### src/rtl/writeburst_arbiter_pkg.sv
// Shared defines for the two-requester write-burst arbiter: FSM encodings,
// payload widths, the captured burst record and the two-way pick rule.
package writeburst_arbiter_pkg;

  localparam int WB_ADDR_W = 32;
  localparam int WB_LEN_W  = 2;
  localparam int WB_BE_W   = 4;
  localparam int WB_DATA_W = 56;

  localparam logic [1:0] WB_ARB_IDLE = 2'd0;
  localparam logic [1:0] WB_ARB_BUSY = 2'd1;
  localparam logic [1:0] WB_ARB_DONE = 2'd2;

  typedef struct packed {
    logic [WB_ADDR_W-1:0] address;
    logic [WB_LEN_W-1:0]  dword_length;
    logic [WB_BE_W-1:0]   byteenable_0;
    logic [WB_BE_W-1:0]   byteenable_1;
    logic [WB_DATA_W-1:0] data;
  } wb_burst_t;

  // A lone requester always wins; a tie goes to the preferred index.
  function automatic logic wb_pick(input logic do0, input logic do1, input logic pref);
    return (do0 && do1) ? pref : do1;
  endfunction

endpackage

### src/rtl/writeburst_arbiter.sv
// Two-way write-burst arbiter onto one shared write port. Round-robin by
// default; defining WRITEBURST_ARB_FIXED_PRIO_EN makes requester 0 win all ties.
module writeburst_arbiter
  import writeburst_arbiter_pkg::*;
(
  input  logic                 clk,
  input  logic                 rst,

  input  logic                 req0_writeburst_do,
  output logic                 req0_writeburst_done,
  input  logic [WB_ADDR_W-1:0] req0_writeburst_address,
  input  logic [WB_LEN_W-1:0]  req0_writeburst_dword_length,
  input  logic [WB_BE_W-1:0]   req0_writeburst_byteenable_0,
  input  logic [WB_BE_W-1:0]   req0_writeburst_byteenable_1,
  input  logic [WB_DATA_W-1:0] req0_writeburst_data,

  input  logic                 req1_writeburst_do,
  output logic                 req1_writeburst_done,
  input  logic [WB_ADDR_W-1:0] req1_writeburst_address,
  input  logic [WB_LEN_W-1:0]  req1_writeburst_dword_length,
  input  logic [WB_BE_W-1:0]   req1_writeburst_byteenable_0,
  input  logic [WB_BE_W-1:0]   req1_writeburst_byteenable_1,
  input  logic [WB_DATA_W-1:0] req1_writeburst_data,

  output logic                 resp_writeburst_do,
  input  logic                 resp_writeburst_done,
  output logic [WB_ADDR_W-1:0] resp_writeburst_address,
  output logic [WB_LEN_W-1:0]  resp_writeburst_dword_length,
  output logic [WB_BE_W-1:0]   resp_writeburst_byteenable_0,
  output logic [WB_BE_W-1:0]   resp_writeburst_byteenable_1,
  output logic [WB_DATA_W-1:0] resp_writeburst_data,

  output logic                 grant_owner
);

  logic [1:0] state_q;
  logic       owner_q;
  wb_burst_t  cap_q;
  wb_burst_t  req0_burst;
  wb_burst_t  req1_burst;
  logic       pick;
  logic       pref;

  assign req0_burst = '{address:      req0_writeburst_address,
                        dword_length: req0_writeburst_dword_length,
                        byteenable_0: req0_writeburst_byteenable_0,
                        byteenable_1: req0_writeburst_byteenable_1,
                        data:         req0_writeburst_data};
  assign req1_burst = '{address:      req1_writeburst_address,
                        dword_length: req1_writeburst_dword_length,
                        byteenable_0: req1_writeburst_byteenable_0,
                        byteenable_1: req1_writeburst_byteenable_1,
                        data:         req1_writeburst_data};

`ifdef WRITEBURST_ARB_FIXED_PRIO_EN
  assign pref = 1'b0;
`else
  logic ptr_q;

  always_ff @(posedge clk) begin
    if (rst) begin
      ptr_q <= 1'b0;
    end else if (state_q == WB_ARB_IDLE && (req0_writeburst_do || req1_writeburst_do)) begin
      ptr_q <= ~pick;
    end
  end

  assign pref = ptr_q;
`endif

  assign pick = wb_pick(req0_writeburst_do, req1_writeburst_do, pref);

  // NOTE: sequential state uses non-blocking assignments so every register
  // samples pre-edge values regardless of statement order.
  always_ff @(posedge clk) begin
    if (rst) begin
      state_q <= WB_ARB_IDLE;
      owner_q <= 1'b0;
      // NOTE: the capture register is reset so the shared port never sees
      // stale payload from before reset.
      cap_q   <= '0;
    end else begin
      unique case (state_q)
        WB_ARB_IDLE: begin
          if (req0_writeburst_do || req1_writeburst_do) begin
            state_q <= WB_ARB_BUSY;
            owner_q <= pick;
            cap_q   <= pick ? req1_burst : req0_burst;
          end
        end
        WB_ARB_BUSY: begin
          if (resp_writeburst_done) state_q <= WB_ARB_DONE;
        end
        // The finisher still holds do here, so no arbitration this cycle.
        WB_ARB_DONE: state_q <= WB_ARB_IDLE;
        default:     state_q <= WB_ARB_IDLE;
      endcase
    end
  end

  // All handshake outputs decode registered state only.
  assign resp_writeburst_do   = (state_q == WB_ARB_BUSY);
  assign req0_writeburst_done = (state_q == WB_ARB_DONE) && !owner_q;
  assign req1_writeburst_done = (state_q == WB_ARB_DONE) &&  owner_q;
  assign grant_owner          = owner_q;

  assign resp_writeburst_address      = cap_q.address;
  assign resp_writeburst_dword_length = cap_q.dword_length;
  assign resp_writeburst_byteenable_0 = cap_q.byteenable_0;
  assign resp_writeburst_byteenable_1 = cap_q.byteenable_1;
  assign resp_writeburst_data         = cap_q.data;

endmodule

### config.mk
export PLATFORM = sky130hd
export DESIGN_NAME = writeburst_arbiter
export DESIGN_NICKNAME = d
export VERILOG_FILES = /design/src/rtl/writeburst_arbiter_pkg.sv /design/src/rtl/writeburst_arbiter.sv
export SDC_FILE = /design/constraint.sdc
export NUM_CORES = 1
export LEC_CHECK = 0
export ABC_AREA = 1
export BUFFER_PORTS_ARGS = -buffer_cell sky130_fd_sc_hd__buf_2
export CAP_MARGIN = 20
export CORE_ASPECT_RATIO = 0.8
export CORE_MARGIN = 3
export CORE_UTILIZATION = 40
export CTS_CLUSTER_DIAMETER = 40
export DETAILED_ROUTE_END_ITERATION = 8
export GPL_TIMING_DRIVEN = 0
export PLACE_DENSITY = 0.74
export RECOVER_POWER = 100
export SETUP_SLACK_MARGIN = 0.05
export SLEW_MARGIN = 20
export SYNTH_ARGS = -nofsm -noshare
export SYNTH_HDL_FRONTEND = slang
export SYNTH_SLANG_ARGS = --single-unit
### constraint.sdc
create_clock -name clk -period 1.4 [get_ports clk]
set_input_delay 0.14 -clock clk [delete_from_list [all_inputs] [get_ports clk]]
set_output_delay 0.14 -clock clk [all_outputs]
set_load 0.01 [all_outputs]
==> flow_summary.ini, run 1 <==
[synthesis]
synthTopCellsByArea = dfxtp_1, nand3_1, nand2_1
avgSynthCellArea_sq_um = 6.15
ys_warn_count = 0
synth.most_common_cell = nand2_1
synth_top_area_cell = dfxtp_1
mappedNetlistNets = 1079
synth-seq-area-share_pct = 37.8
postSynth.asyncResetShare_pct = 0
synthTopCellsByCount = nand2_1, inv_1, nand3_1, dfxtp_1, a21oi_1
synth.distinct_cells = 16
synth_top_area_share_pct = 37.8
synth-edff-count = 0
synth_area_sq_um = 5400
ys.flop_type = dfxtp_1
ys_seq_elements = 102
syn_inst = 878

[worst_setup_path]
crit_required_ns = 1.64
crit_fanout = 10
critPathCaptureType = flip-flop
path_class = flip-flop to flip-flop
arrival_ns = 1.57
cp-start-kind = flip-flop
regToRegEndpoint = resp_writeburst_data[18]
reg2reg_depth = 8
rrSetupSlack_ns = 0.07
r2r-start = state_q[0]

[grt]
gr-total-overflow = 0
grt_max_degree = 17
grt_pass1_wl_microns = 27100
antenna_found_initial = 0
grt_pass1_vias = 5423
grt_usage_pct = 23.0

[sta]
max-slew-margin-rel_pct = 56.4
setup_viol = 0
min_period_over_period_pct = 95.1
tightest_slew_ns = 0.654
report.final.hold_viol_count = 0
clock_skew_ns = 0.00495
hold_ws_ns = 0.0332
fmax_mhz = 751
rsz0062_at_grt = yes
finalCriticalPeriod_ns = 1.33
slew_viol_final = 0

[clock_network]
worstSkewPairLatency_ns = 0.34
clk_pin_slew_worst_paths_ns = 0.07
cts_max_level = 3
cts_tree = built
cts_root_buf = clkbuf_16
numCtsBuffers = 9
clock_sinks = 102
clk_path_buf_depth = 2

[hold_path]
min_to = state_q[1]
min-delay-path-class = input port to flip-flop
hold_depth = 3
hold_start = resp_writeburst_done

[place]
io_buffers = 301
dp_cells = 1354
gp_congestion = 0.870
dp_hpwl_microns = 14100

[power_and_ir_drop]
power_density_nw_per_um2 = 1120
worst_ir_drop_vdd_uv = 642
cellLeakagePower_nw = 4.24

[finish]
nNetsFinal = 1396
fin_cells = 1374
nFillCells = 1372
areaGrowthSynthToFinish_pct = 38.6
antennaDiodeCount = 0
drive_above_1_share_pct = 22.6

[route]
routed_wl_microns = 18600
dr.first_iter.drc_count = 315
routedWlPerCell_microns = 13.5
routed-via-count = 6419
postRouteAntennaNets = 0
first_pass_iters = 8
viasPerCell = 4.67
drc = 0

[floorplanning]
die_width_microns = 136
fp.dieArea_sq_um = 14900
die_h_microns = 110
rows = 37
start_util_pct = 41.5
core-area_sq_um = 13000
ios = 303

[outcome]
status = finished, final reports clean

[flow_run]
max_cap_violations = 0
metal layers:
| metal | vias up | global-route usage (%) | wire length (microns) |
|---|---|---|---|
| li1 | 3331 | - | - |
| met1 | 2832 | 30.7 | 8320 |
| met2 | 235 | 37.8 | 8530 |
| met3 | 21 | 5.95 | 1480 |
| met4 | 0 | 4.82 | 225 |
| met5 | - | 0 | 0 |
layout by cell type (no fill, tap or decap), types with 5 or more instances in the layout:
master | netlist | routed
a21oi_1 | 101 | 101
buf_2 | 35 | 214
buf_4 | 2 | 15
buf_6 | 0 | 10
clkbuf_1 | 21 | 117
clkbuf_16 | 0 | 9
clkbuf_2 | 0 | 5
dfxtp_1 | 102 | 101
inv_1 | 202 | 201
nand2_1 | 204 | 204
nand3_1 | 196 | 195
power breakdown:
group	internal [mW]	switching, mW
combinational	0.951	1.46
clock	1.48	1.10
sequential	3.25	0.170
logic make-up after synthesis:
family	after synthesis	share of synthesized area, %
AND/OR/NAND/NOR	409	33.3
AO/OA/AOI/OAI	101	9.37
flip-flops	102	37.8
buffers and inverters	266	19.5
area by class of cell:
| class | count | area, sq um | share of cell area, % |
|---|---|---|---|
| clock buffers | 11 | 253 | 3.38 |
| inverters | 203 | 762 | 10.2 |
| clock inverters | 4 | 55.1 | 0.736 |
| well taps | 175 | 219 | 2.93 |
| flip-flops and latches | 102 | 2040 | 27.3 |
| plain buffers | 62 | 382 | 5.10 |
| multi-input cells | 511 | 2340 | 31.3 |
| repair buffers | 306 | 1420 | 19.0 |
critical path: stages, from the launching register on:
cell	delay, ns
dfxtp_1	0.33
inv_1	0.10
nand2_1	0.10
nor2_4	0.14
buf_4	0.16
buf_6	0.15
nand3_1	0.13
nand2_1	0.08
inv_1	0.03
flip-flops by register name, indices dropped and copies added (netlist names):
register and flops:
state_q 2, pref 1, resp_writeburst_byteenable_0 4, grant_owner 1, resp_writeburst_data 56, resp_writeburst_byteenable_1 4
resp_writeburst_dword_length 2, resp_writeburst_address 32
how the worst max path moves through the flow:
stage / depth (start not counted) / endpoint / start / slack [ns]
2_1_floorplan: 8 / resp_writeburst_address[14] / pref / 0.28
6_report: 8 / resp_writeburst_data[18] / state_q[0] / 0.07
5_1_grt: 8 / resp_writeburst_byteenable_0[2] / state_q[0] / 0.02
4_1_cts: 8 / resp_writeburst_data[7] / state_q[0] / 0.03
3_5_place_dp: 8 / resp_writeburst_data[18] / pref / -0.22
3_3_place_gp: 8 / resp_writeburst_data[18] / pref / -0.24
repair_timing:
| action | CTS | global route |
|---|---|---|
| setup buffers | 4 | 1 |
| gates resized for setup | 17 | 47 |
| hold buffers | 0 | 0 |
| setup endpoints to repair | 100 | 100 |
| pin swaps | 2 | 1 |
| gates cloned | 0 | 1 |
metrics by stage:
stage	total power, mW	setup WS, ns	utilization [%]	TNS (ns)	cell area, sq um
global placement	5.80	-0.244	54.7	-12.14	7120
floorplan	4.84	0.278	-	0	5400
finish	8.41	0.0686	57.5	0	7480
global route	8.94	0.0167	57.5	0	7480
CTS	8.48	0.0271	57.7	0	7510
detailed placement	5.83	-0.216	54.7	-13.19	7120
No activity file was read; power rests on OpenSTA's default activity.
==> run 2, diff against run 1 <==
- ABC_AREA: 1 -> not set
- PLACE_DENSITY: 0.74 -> 0.75
==> run 2 against run 1 <==
Against the previous run:
- wire length up 10%
- hold slack better by 0.016 ns
- cell area fell by 0.59%
- setup slack worse by 0.0096 ns
- count of clock-buffer cells in the layout fell by 1
- largest power group unchanged
- highest routed layer unchanged
- area after synthesis down 7.5%
- critical path depth decreased by 2
==> flow_summary.ini, run 2 <==
[outcome]
status = finished, final reports clean

[worst_setup_path]
path_buf_inv = 3
r2r-start = pref
arrival_ns = 1.54
regToRegEndpoint = resp_writeburst_data[33]
crit_required_ns = 1.60
path_depth = 6
reg2reg_depth = 6
path_class = flip-flop to flip-flop
rrSetupSlack_ns = 0.06
worstPathCellList = nor2b_2, buf_4, buf_12, clkbuf_8, o21ai_0, a311oi_2
critPathCaptureType = flip-flop
max_stage_delay_ns = 0.35
path_delay_family = buffers and inverters
worst_path_max_delay_cell = dfxtp_2
crit_fanout = 10
cp-start-kind = flip-flop

[synthesis]
synth-edff-count = 0
syn_inst = 599
mappedNetlistNets = 800
synthTopCellsByArea = dfxtp_1, a311oi_1, a21oi_1
synth_area_sq_um = 4990
postSynth.asyncResetShare_pct = 0
synth.distinct_cells = 21
ys.flop_type = dfxtp_1
synthTopCellsByCount = dfxtp_1, a21oi_1, nand3_1, o21ai_0, a311oi_1
ys_seq_elements = 102
synth_top_area_cell = dfxtp_1
synth-seq-area-share_pct = 40.9
avgSynthCellArea_sq_um = 8.33
ys_warn_count = 0
synth.most_common_cell = dfxtp_1
synth_top_area_share_pct = 40.9

[route]
first_pass_iters = 5
routed_wl_microns = 20400
drc = 0
routed-via-count = 6335
postRouteAntennaNets = 0
dr.first_iter.drc_count = 464
viasPerCell = 5.81
routedWlPerCell_microns = 18.7

[power_and_ir_drop]
cellLeakagePower_nw = 2.90
p_clk_share_pct = 29.4
worst_ir_drop_vdd_uv = 629
p_sw_share_pct = 32.7
pwr-share-seq_pct = 40.2
power.internal_mw = 5.78
p_sw_mw = 2.80
combinationalPowerShare_pct = 30.3
power_density_nw_per_um2 = 1150

[place]
post-place-ws_ns = -0.447
io_buffers = 301
gp_congestion = 0.933
dp_hpwl_microns = 14900

[sta]
tightest_slew_ns = 0.617
timing.final.ws_setup_ns = 0.0590
fmax_mhz = 746
setup_viol = 0
rsz0062_at_grt = yes
min_period_over_period_pct = 95.8
finalSetupTns_ns = 0
clock_skew_ns = 0.00425
report.final.hold_viol_count = 0
slew_viol_final = 0
finalCriticalPeriod_ns = 1.34
max-slew-margin-rel_pct = 58.9

[hold_path]
hold_depth = 3
hold_start = resp_writeburst_done
min-delay-path-class = input port to flip-flop
min_to = state_q[1]

[floorplanning]
die_width_microns = 131
fp.dieArea_sq_um = 13900
ios = 303
die_h_microns = 106
start_util_pct = 42.1
core-area_sq_um = 11900
rows = 35

[clock_network]
clock_sinks = 102
worstSkewPairLatency_ns = 0.34
clk_path_buf_depth = 2
ctsHoldBuffers = 0
cts_root_buf = clkbuf_16
clk_pin_slew_worst_paths_ns = 0.07
cts_tree = built
numCtsBuffers = 9
cts_max_level = 3

[finish]
layout_commonest_cell = buf_2
areaGrowthSynthToFinish_pct = 48.9
largest_reg_flops = 56
nNetsFinal = 1120
final_cell_mix = buf_2, clkbuf_1, a21oi_1
antennaDiodeCount = 0
drive_above_1_share_pct = 35.5

[grt]
grt_pass1_vias = 5695
grt_pass1_wl_microns = 29800
gr-total-overflow = 0
grt_usage_pct = 26.7
antenna_found_initial = 0
grt_max_degree = 20

[flow_run]
max_cap_violations = 0
## run 2: changes by cell type after synthesis, sizes merged, moves of 3 or more
cell	delta
nor3b	+3
clkbuf	+38
nand2	-206
inv	-201
nand3	-97
o21ai	+98
a311oi	+98
buf	-14
## run 2: layout make-up
cell class / count / area, sq um
timing repair buffer: 310 / 1520
buffer: 86 / 676
tap: 166 / 208
sequential: 102 / 2050
clock buffer: 10 / 229
fill: 1109 / 4430
inverter: 2 / 7.51
multi-input combinational: 408 / 2680
clock inverter: 6 / 62.6
## run 2: kinds of logic (layout without fill, tap and decap cells)
logic type / Yosys count / in the layout / share of synthesized area (%)
AND/OR/NAND/NOR: 110 / 110 / 11.3
AO/OA/AOI/OAI: 298 / 298 / 39.9
buffers and inverters: 89 / 414 / 7.87
flip-flops: 102 / 102 / 40.9
## run 2: worst max-delay path by stage
stage,slack (ns),start,endpoint
floorplan,0.05,state_q[1],resp_writeburst_address[0]
global placement,-0.40,state_q[1],resp_writeburst_data[29]
detailed placement,-0.45,state_q[1],resp_writeburst_data[29]
CTS,0.005,pref,resp_writeburst_data[16]
global route,-0.008,pref,resp_writeburst_data[23]
finish,0.06,pref,resp_writeburst_data[33]
## run 2: power groups by stage
stage                     logic [mW]  clock network [mW]  registers (mW)
final                           2.60                2.52            3.45
after global routing            2.83                2.68            3.48
after CTS                       2.45                2.54            3.43
after detailed placement        2.29                   0            3.49
after global placement          2.27                   0            3.49
after floorplan                 1.15                   0            3.64
## run 2: worst min-delay path: cells and delay by family
kind	cells	cell delay (ns)
buf+inv	2	0.16
simple gates	1	0.05
## run 2: what timing repair did
item	CTS	global route
gates resized for setup	76	102
gates cloned	1	3
setup buffers	3	2
endpoints found under the setup margin	101	100
pin swaps	7	34
## run 2: routing by layer
metal  wire [microns]  global-route usage [%]
met1             8510                    36.6
met2             9940                    43.0
met3             1570                    5.47
met4              403                    6.53
met5                0                       0
## run 2: metrics by stage
step           std cells  hold slack [ns]  total power [mW]  utilization [%]  instance area [sq um]
2_1_floorplan        599            0.280              4.79                -                   5000
3_3_place_gp        1066            0.395              5.76             56.5                   6710
3_5_place_dp        1066            0.399              5.79             56.5                   6710
4_1_cts             1085           0.0407              8.42             61.0                   7240
5_1_grt             1090           0.0452              8.99             62.6                   7430
6_report            1090           0.0489              8.58             62.6                   7430
